### src/rtl/uart_tx_param.sv
// uart_tx_param: parametrised UART transmitter (start, LSB-first data, optional parity, 1-2 stop bits); define UART_TX_HOLD_EN for a one-word holding register
module uart_tx_param #(
  parameter int CLK_DIV   = 16,
  parameter int DATA_BITS = 8,
  parameter int PARITY    = 0,
  parameter int STOP_BITS = 1
) (
  input  logic                 clk,
  input  logic                 rst,
  input  logic [DATA_BITS-1:0] d_tx,
  input  logic                 vld_tx,
  output logic                 rdy_tx,
  output logic                 txd,
  output logic                 busy
);
  localparam int DW = $clog2(CLK_DIV);
  localparam int CW = $clog2(DATA_BITS + 2);
  localparam logic [2:0] S_IDLE  = 3'd0;
  localparam logic [2:0] S_START = 3'd1;
  localparam logic [2:0] S_DATA  = 3'd2;
  localparam logic [2:0] S_PAR   = 3'd3;
  localparam logic [2:0] S_STOP  = 3'd4;
  logic [2:0] state, state_n;
  logic [DW-1:0] div;
  logic [CW-1:0] cnt, cnt_n;
  logic [DATA_BITS-1:0] sh, sh_n, ld_d;
  logic par, par_n, tick, done, acc, ld, last;
  assign tick = div == DW'(CLK_DIV - 1);
  assign done = state == S_STOP && tick && cnt == CW'(STOP_BITS - 1);
  assign last = cnt == CW'(DATA_BITS - 1);
  assign acc  = vld_tx & rdy_tx;
  assign busy = state != S_IDLE;
  assign par_n = ld ? ((PARITY == 1) ? ~^ld_d : ^ld_d) : par;
`ifdef UART_TX_HOLD_EN
  logic hv;
  logic [DATA_BITS-1:0] hd;
  assign rdy_tx = !hv;
  assign ld = (state == S_IDLE && acc) || (done && (hv || acc));
  assign ld_d = hv ? hd : d_tx;
  // holding register: filled by a handshake that cannot go straight to the shifter, drained at frame end
  always_ff @(posedge clk) begin
    hv <= rst ? 1'b0 : (done && hv) ? 1'b0 : (acc && !ld) ? 1'b1 : hv;
    hd <= rst ? '0 : (acc && !ld) ? d_tx : hd;
  end
`else
  assign rdy_tx = state == S_IDLE;
  assign ld = acc;
  assign ld_d = d_tx;
`endif
  // next-state: a load always restarts at START, otherwise advance on bit boundaries
  always_comb begin
    state_n = state;
    cnt_n = cnt;
    sh_n = sh;
    if (ld) begin
      state_n = S_START;
      cnt_n = '0;
      sh_n = ld_d;
    end else if (tick) begin
      case (state)
        S_START: begin
          state_n = S_DATA;
          cnt_n = '0;
        end
        S_DATA: begin
          sh_n = sh >> 1;
          state_n = last ? ((PARITY != 0) ? S_PAR : S_STOP) : S_DATA;
          cnt_n = last ? '0 : cnt + 1'b1;
        end
        S_PAR: begin
          state_n = S_STOP;
          cnt_n = '0;
        end
        S_STOP: begin
          state_n = done ? S_IDLE : S_STOP;
          cnt_n = done ? '0 : cnt + 1'b1;
        end
        default: state_n = S_IDLE;
      endcase
    end
  end
  // state registers; txd is registered from the next state so it changes together with it
  always_ff @(posedge clk) begin
    if (rst) begin
      state <= S_IDLE;
      div <= '0;
      cnt <= '0;
      sh <= '0;
      par <= 1'b0;
      txd <= 1'b1;
    end else begin
      state <= state_n;
      div <= (state == S_IDLE || tick) ? '0 : div + 1'b1;
      cnt <= cnt_n;
      sh <= sh_n;
      par <= par_n;
      txd <= (state_n == S_START) ? 1'b0 : (state_n == S_DATA) ? sh_n[0] : (state_n == S_PAR) ? par_n : 1'b1;
    end
  end
endmodule

### config.mk
export PLATFORM = sky130hd
export DESIGN_NAME = uart_tx_param
export DESIGN_NICKNAME = d
export VERILOG_FILES = /design/src/rtl/uart_tx_param.sv
export SDC_FILE = /design/constraint.sdc
export NUM_CORES = 1
export LEC_CHECK = 0
export CORE_ASPECT_RATIO = 1.25
export CORE_MARGIN = 5
export CORE_UTILIZATION = 54
export CTS_CLUSTER_DIAMETER = 60
export CTS_CLUSTER_SIZE = 8
export DETAILED_ROUTE_END_ITERATION = 8
export PLACE_DENSITY = 0.74
export SKIP_LAST_GASP = 1
export SLEW_MARGIN = 10
export SYNTH_ARGS = -nofsm -noshare
export SYNTH_HDL_FRONTEND = slang
export SYNTH_SLANG_ARGS = --single-unit
### constraint.sdc
create_clock -name clk -period 2.2 [get_ports clk]
set_input_delay 0.66 -clock clk [delete_from_list [all_inputs] [get_ports clk]]
set_output_delay 0.66 -clock clk [all_outputs]
set_load 0.02 [all_outputs]
# Yosys cells after proc, flatten, opt, wreduce, memory -nomap -nowiden
# Index checks and enable logic that the tools add are counted.
# totals
ff_bits	21
output_inout_bits	3
# classes
add_sub_neg	2
n_eq_ne	9
mux	15
bitwise	1
n_reduce_logical	15
# op_table
op	n
8-bit two-way mux	3
3-bit by 2-bit equality test with 1-bit output (second input constant)	4
3-bit two-way mux	4
3-bit one-hot mux with 4 select lines	1
4-bit one-hot mux with 3 select lines	1
4-bit by 1-bit adder with 4-bit output (second input constant)	2
4-bit two-way mux	2
8-bit XOR reduction	1
3-bit by 1-bit equality test with 1-bit output (second input constant)	2
3-bit nonzero test	2
2-bit OR reduction	3
4-bit by 3-bit equality test with 1-bit output (second input constant)	1
4-bit equality test (second input constant)	1
4-bit logical NOT	1
1-bit two-way mux	4
2-bit AND reduction	2
2-bit nonzero test	2
3-bit equality test (second input constant)	1
3-bit logical NOT	1
1-bit logical AND	2
1-bit AND	1
1-bit logical OR	1

# Depth between registers and ports, before layout
# logic_depth
word_depth	11
mapped_depth	7
mapped_depth_nobuf	7

# Worst setup path after synthesis
# Ideal clock, no wire load.
# synth_timing
kind	reg2out
startpoint	reg state[1]
endpoint	out rdy_tx
arrival_ps	1064
required_ps	1540
setup_slack_ps	476
stages_incl_launch_ff	5
path_buffers	2
cell_sequence	dfxtp_1 -> buf_6 -> or3_4 -> inv_6 -> buf_12
# synth_between
elab_chain_cells	1
# synth_rtl
element	line	text
start: declaration	23	logic [2:0] state, state_n;
start signal: assignment	92	state <= state_n;
3-bit logical NOT	46	assign rdy_tx = state == S_IDLE;
end: declaration	12	output logic rdy_tx,
# Every way passes these cells.

# Worst setup path after layout
# layout_timing
startpoint	reg state[0]
endpoint	out rdy_tx
# The elaborated chain is that of the path after synthesis.

==> run metrics <==
status finished clean; Total Routed Length 2321 um; number of pins exceeding their max-slew limit in the final report 0; type of the worst min-delay path flip-flop to flip-flop; vertical extent of the die 62.73 um; Post-layout nets 166; Routed wire per std cell 12.75 um; die outline width 52.19 um; Hold Violations, Final 0; dominant register cell in the synthesized netlist sky130_fd_sc_hd__dfxtp_1; crit path kind flip-flop to output pin; routability cong. 0.8510; largest net degree at the start of global routing 14; Data arrival, critical path 1.43 ns; violation count after the first detailed-routing iteration 25; count of flip-flops with a built-in enable after synthesis 0; global-route wire length before repair 3815 um; number of buffers inserted for hold repair after clock tree synthesis 0; CTS max path bufs 2; top-level port count 14; sink count of the clock tree 21; total chip power 0.7555 mW; CP max FO 3; half-perimeter wire length after placement 1826 um; clock slew seen by the registers of the worst setup and hold paths 0.11 ns; capturing element type of the critical path output pin; Clock Skew 0.002041 ns; setup violation total in the final timing report 0; transition time at the pin with the least slew margin 0.2805 ns; number of antenna repair diodes 0; DRC violations left 0; number of gates given a new drive strength after cts 2; worst endpoint required time 1.54 ns; area growth from synthesis to layout 14.79%; highest attainable clock frequency 477.5 MHz; setup repair after global routing missed its margin false; via count of the first global-routing pass 891; final non-filler cell total 182; final core utilization 63.74%; worst setup slack before clock tree synthesis 0.1073 ns; DRT Pass-1 Iters 4; final worst path period need 2.094 ns; post-synthesis sequential element count 21; proportion of register bits with asynchronous set or reset after synthesis 0%; number of buffers inserted by post-CTS setup repair 0; net count after synthesis 149; number of CTS-inserted buffers 3; worst ir drop on vdd 0.0005080 V; global-route total usage across every layer 15.10%; post-detailed-route via-to-cell ratio 5.319; antenna viol nets, final 0; H-tree level count 1; total number of yosys warnings 0; ratio of total power to cell area 547.9 mW/mm^2; synthesized instance count 135; effective utilization at floorplan 55.52%; post-synthesis cell area 0.001201 sq mm; fraction of layout cells with a size suffix above 1 18.54%; antenna violations before repair 0; proportion of synthesized chip area in sequential cells 35.00%; setup ws final 0.1060 ns; worst relative slew slack 81.06%; std cell rows 19; Mean Syn Cell Area 8.897 sq um; via count 968; count of maximum capacitance violations 0; buffers added on ports 13; cell count after placement 178; CTS tree done; total negative slack 0 ns; placeable core region 0.002163 sq mm; total die area 0.003274 sq mm; startpoint kind of the worst setup timing path flip-flop; insertion delay to the later sink of the worst-skew pair 0.30 ns; Final period util 95.18%; post-synth cell types 37; library cell used as clock root buffer sky130_fd_sc_hd__clkbuf_4; Lkg Pwr 0.5219 nW; overflow left after global routing 0
[report_power, final]
group | leakage, nW | switching (mW) | internal (mW)
logic | 0.332 | 0.0876 | 0.0775
registers | 0.172 | 0.00912 | 0.400
clock network | 0.0177 | 0.114 | 0.0677
[critical path: stages (launching register included)]
cell and delay [ns]:
sky130_fd_sc_hd__dfxtp_1 0.33, sky130_fd_sc_hd__or3_4 0.42, sky130_fd_sc_hd__inv_6 0.06, sky130_fd_sc_hd__dlygate4sd2_1 0.32
[area by class of cell]
class                      instances  area [sq um]
fill                             192         784.5
multi-input combinational        100         684.4
sequential                        21         420.4
timing repair buffer              20         180.2
tap                               31         38.79
inverter                           6         27.53
clock buffer                       3         22.52
clock inverter                     1         5.005
[routing by layer]
metal / part of all wire (%) / GRT usage, % / up-vias
met1: 46 / 19.76 / 451
met4: 0.95 / 6.709 / 0
met2: 49 / 23.74 / 18
li1: - / - / 497
met3: 3.7 / 2.625 / 2
met5: 0 / 0 / -
[cells in the final DEF, fill, tap and decap left out, drive strengths merged, types with 3 or more instances in the layout]
cell type and count:
nand3 13, clkbuf 3, nor3 5, dfxtp 21, inv 6, a21oi 8
nor2 20, nand2b 4, nand2 10, a311oi 6, buf 7, o21ai 3
xnor2 9, ha 3, clkdlybuf4s50 11
[synthesized netlist by cell type, types with 2 or more instances]
library cell	n	area share (%)
sky130_fd_sc_hd__nand3_2	5	4.2
sky130_fd_sc_hd__buf_2	3	1.2
sky130_fd_sc_hd__and3_1	2	1.0
sky130_fd_sc_hd__buf_6	2	1.9
sky130_fd_sc_hd__xnor2_1	9	6.6
sky130_fd_sc_hd__nand2b_1	3	1.6
sky130_fd_sc_hd__a21o_1	2	1.2
sky130_fd_sc_hd__inv_1	5	1.6
sky130_fd_sc_hd__nor3_1	5	2.1
sky130_fd_sc_hd__ha_1	3	3.1
sky130_fd_sc_hd__nor2_1	20	6.2
sky130_fd_sc_hd__dfxtp_1	21	35
sky130_fd_sc_hd__a21oi_1	8	3.3
sky130_fd_sc_hd__o21ai_0	3	1.2
sky130_fd_sc_hd__o31ai_1	2	1.2
sky130_fd_sc_hd__nand2_1	9	2.8
sky130_fd_sc_hd__nand3_1	8	3.3
sky130_fd_sc_hd__xor2_1	2	1.5
sky130_fd_sc_hd__a311oi_2	5	6.2
[cells by family (layout without fill, tap and decap cells)]
family	Yosys count	in the layout	share of synthesized area, %
XOR/XNOR	11	11	8.021
buffers and inverters	14	30	8.021
multiplexers	1	1	0.9374
adder cells (fa/ha/maj)	3	3	3.125
AO/OA/AOI/OAI	24	24	16.46
flip-flops	21	21	35.00
AND/OR/NAND/NOR	61	61	28.44
[state kept, by name, summed over array words and instances, names as in the netlist]
register	count
state	3
sh	8
txd	1
div	4
par	1
cnt	4
[worst paths after layout]
check,startpoint,endpoint,slack (ns),cells past startpoint
min,div[0]$_SDFF_PP0_,div[0]$_SDFF_PP0_,0.47,1
max reg2reg,div[0]$_SDFF_PP0_,txd$_SDFF_PP1_,0.37,6
max,state[0]$_SDFF_PP0_,rdy_tx,0.11,3
min reg2reg,div[0]$_SDFF_PP0_,div[0]$_SDFF_PP0_,0.47,1
[metrics by stage]
stage / cell area [sq um] / hold WS (ns)
2_1_floorplan: 1201 / 0.4175
3_3_place_gp: 1354 / 0.4311
3_5_place_dp: 1354 / 0.4432
4_1_cts: 1379 / 0.4652
5_1_grt: 1379 / 0.4939
6_report: 1379 / 0.4675
Note: power is estimated with default switching activity, not from simulation.
==> edit, RTL diff (config.mk and constraints unchanged) <==
Compare `cnt` against `CW'(DATA_BITS - 1)` with >= in place of ==.
--- a/src/rtl/uart_tx_param.sv
+++ b/src/rtl/uart_tx_param.sv
@@ -27,7 +27,7 @@
   logic par, par_n, tick, done, acc, ld, last;
   assign tick = div == DW'(CLK_DIV - 1);
   assign done = state == S_STOP && tick && cnt == CW'(STOP_BITS - 1);
-  assign last = cnt == CW'(DATA_BITS - 1);
+  assign last = cnt >= CW'(DATA_BITS - 1);
   assign acc  = vld_tx & rdy_tx;
   assign busy = state != S_IDLE;
   assign par_n = ld ? ((PARITY == 1) ? ~^ld_d : ^ld_d) : par;
Function: same outputs for any inputs over 10 cycles, from zero or initial values and one cycle with rst high; that may be too few to reach the edited logic, so the function may still have changed.
==> edit against the unedited design <==
  * Die area down 4.4%
  * Sequential cell count is the same
  * Setup slack lost 10 ps
  * Synthesized cell count decreased by 1.5%
  * Register-to-register slack got worse by 50 ps
  * Power is 4.6% lower
  * Maximum frequency fell by 0.49%
  * Synthesized area shrank 5.3%
  * Cell area is 3.0% lower
  * Cell count down 6.0%
  * Routed wire length up 1.3%
  * Highest routed layer unchanged
==> edit: results (changes against the unedited design) <==
Final layout
  – Final Net Count: 166 (unchanged)
  – Share of cells above drive strength 1: 11.9% (was 18.5%)
  – Leading registers by flop count: sh x8, cnt x4, div x4 (unchanged)
  – Fill cell count: 187 (was 192)
  – Antenna diodes: 0 (unchanged)

Global routing
  – Vias in the first global route: 951 (was 891)
  – Wire length of the first global-routing pass: 3980 µm (was 3820 µm)
  – Largest net degree at the start of global routing: 18 (was 14)
  – GRT Util Overall: 16.4% (was 15.1%)
  – Initial antenna violation count: 0 (unchanged)

Pwr
  – Worst VDD drop: 374 µV (was 508 µV)
  – Leakage: 0.474 nW (was 0.522 nW)
  – Sw Ratio: 25.5% (was 27.9%)

Setup path
  – Family with the most delay on the worst path: buffers and inverters (was simple AND/OR/NAND/NOR gates)
  – R2R Path End: sh[4] (was txd)
  – CP max-delay cell: clkdlybuf4s50_1 (was or3_4)
  – R2r worst-path depth: 5 (was 6)
  – Data arrival, critical path: 1440 ps
  – CP Max Fanout: 9 (was 3)
  – Crit path largest cell delay: 530 ps (was 420 ps)
  – RR Startpoint: div[0] (unchanged)
  – Flop2flop setup slack: 320 ps (was 370 ps)

Route
  – Routed len/inst: 13.7 µm (was 12.8 µm)
  – Total length of routed wires: 2350 µm (was 2320 µm)
  – DRC viols: 0 (unchanged)
  – First-iteration detailed-routing DRC count: 31 (was 25)
  – DR pass1 iterations: 4 (unchanged)
  – Vias: 997 (was 968)

Hold path
  – Min-Delay Startpoint: div[0] (unchanged)
  – Worst hold path class: reg -> reg (unchanged)
  – Hold Path Sink: div[0] (unchanged)

CTS
  – Clk root buf: clkbuf_4 (unchanged)
  – Reg clk slew, reported paths: approximately 100 ps
  – Total CTS buffers: 3 (unchanged)
  – Max clock buf depth: 2 (unchanged)
  – H-tree lvl count: 1 (unchanged)

Place
  – Setup Slack @ Placement: 221 ps (was 107 ps)
  – # port buffers: 13 (unchanged)
  – Dpl cell area: 1300 µm² (was 1350 µm²)
  – GPL Wtd Cong: 0.827 (was 0.851)
  – Final HPWL DP: 1820 µm (was 1830 µm)

Synthesis
  – Largest cells by area after synthesis: dfxtp_1 (37%), nand2_1 (6.9%), xnor2_1 (6.9%), a311oi_1 (5.4%), nor2_1 (4.6%) (was dfxtp_1 (35%), xnor2_1 (6.6%), a311oi_2 (6.3%), nor2_1 (6.3%), nand3_2 (4.2%))
  – Post-synth ARST share: 0% (unchanged)
  – Synth unique cells: 42 (was 37)
  – YS warnings: 0 (unchanged)
  – Post-synthesis cell count: 133 (was 135)
  – Seq/Total Area, Yosys: 37.0% (was 35.0%)
  – Most used DFF post-synth: dfxtp_1 (unchanged)
  – Synth top cells by count: dfxtp_1 (21), nand2_1 (21), nor2_1 (14) (was dfxtp_1 (21), nor2_1 (20), nand2_1 (9), xnor2_1 (9))
  – Post-Syn Nets: 147 (was 149)

STA
  – Worst Clk Skew: 9.83 ps (was 2.04 ps)
  – Relative slew slack: 64.2% (was 81.1%)
  – Hold WS: 463 ps (was 467 ps)

Status
  – Status: finished, final reports clean (unchanged)
==> edit: cell types whose count changed in the layout (fill, tap and decap cells not counted), moves of 3 or more <==
cell,change
nor3_1,-3
nor2_1,-6
nand3_1,-4
nand2_1,+12
a311oi_1,+6
a311oi_2,-5
o21ai_0,-3
nand3_2,-5
==> edit: power by group through the flow <==
stage,combinational (mW),sequential (mW),clock [mW]
6_report,0.130,0.411,0.179
3_3_place_gp,0.128,0.419,0
4_1_cts,0.131,0.412,0.186
3_5_place_dp,0.130,0.420,0
5_1_grt,0.145,0.414,0.204
2_1_floorplan,0.0793,0.421,0
==> edit: repair_timing <==
item / CTS / global route
gates resized for setup: 2 / 0
setup buffers: 1 / 0
hold buffers: 0 / 0
setup endpoints to repair: 2 / 0
==> edit: layer usage <==
| layer | wire length (µm) | global-route usage (%) | vias up |
|---|---|---|---|
| met5 | 0 | 0 | - |
| met4 | 7 | 3.85 | 0 |
| met3 | 157 | 3.39 | 2 |
| met2 | 1180 | 31.5 | 37 |
| met1 | 1010 | 18.7 | 446 |
| li1 | - | - | 512 |
==> edit: cell families after synthesis <==
| logic type | synth area share [%] |
|---|---|
| flops | 37.0 |
| fa+ha+maj | 3.30 |
| mux | 0.880 |
| xor+xnor | 7.70 |
| compound gates | 19.3 |
| buf+inv | 4.62 |
| simple gates | 27.3 |
==> edit: layout make-up <==
type / count / share of cell area (%)
well taps: 20 / 1.87
repair buffers: 20 / 13.6
flip-flops and latches: 21 / 31.5
multi-input cells: 101 / 49.7
inverters: 5 / 1.40
clock buffers: 4 / 1.96
==> edit: worst max-delay path by stage <==
stage,startpoint,end,slack [ps],cells after the start
after CTS,state[2],busy,70,3
after floorplan,state[1],busy,520,3
final,state[2],busy,100,3
after detailed placement,vld_tx,cnt[3],220,5
after global placement,vld_tx,cnt[1],200,5
after global routing,state[2],busy,40,3
==> edit: stage by stage <==
stage / total power, mW / util, %
after global routing: 0.764 / 66.7
after floorplan: 0.500 / -
after global placement: 0.547 / 65.0
after CTS: 0.729 / 66.7
final: 0.721 / 66.7
after detailed placement: 0.550 / 65.0
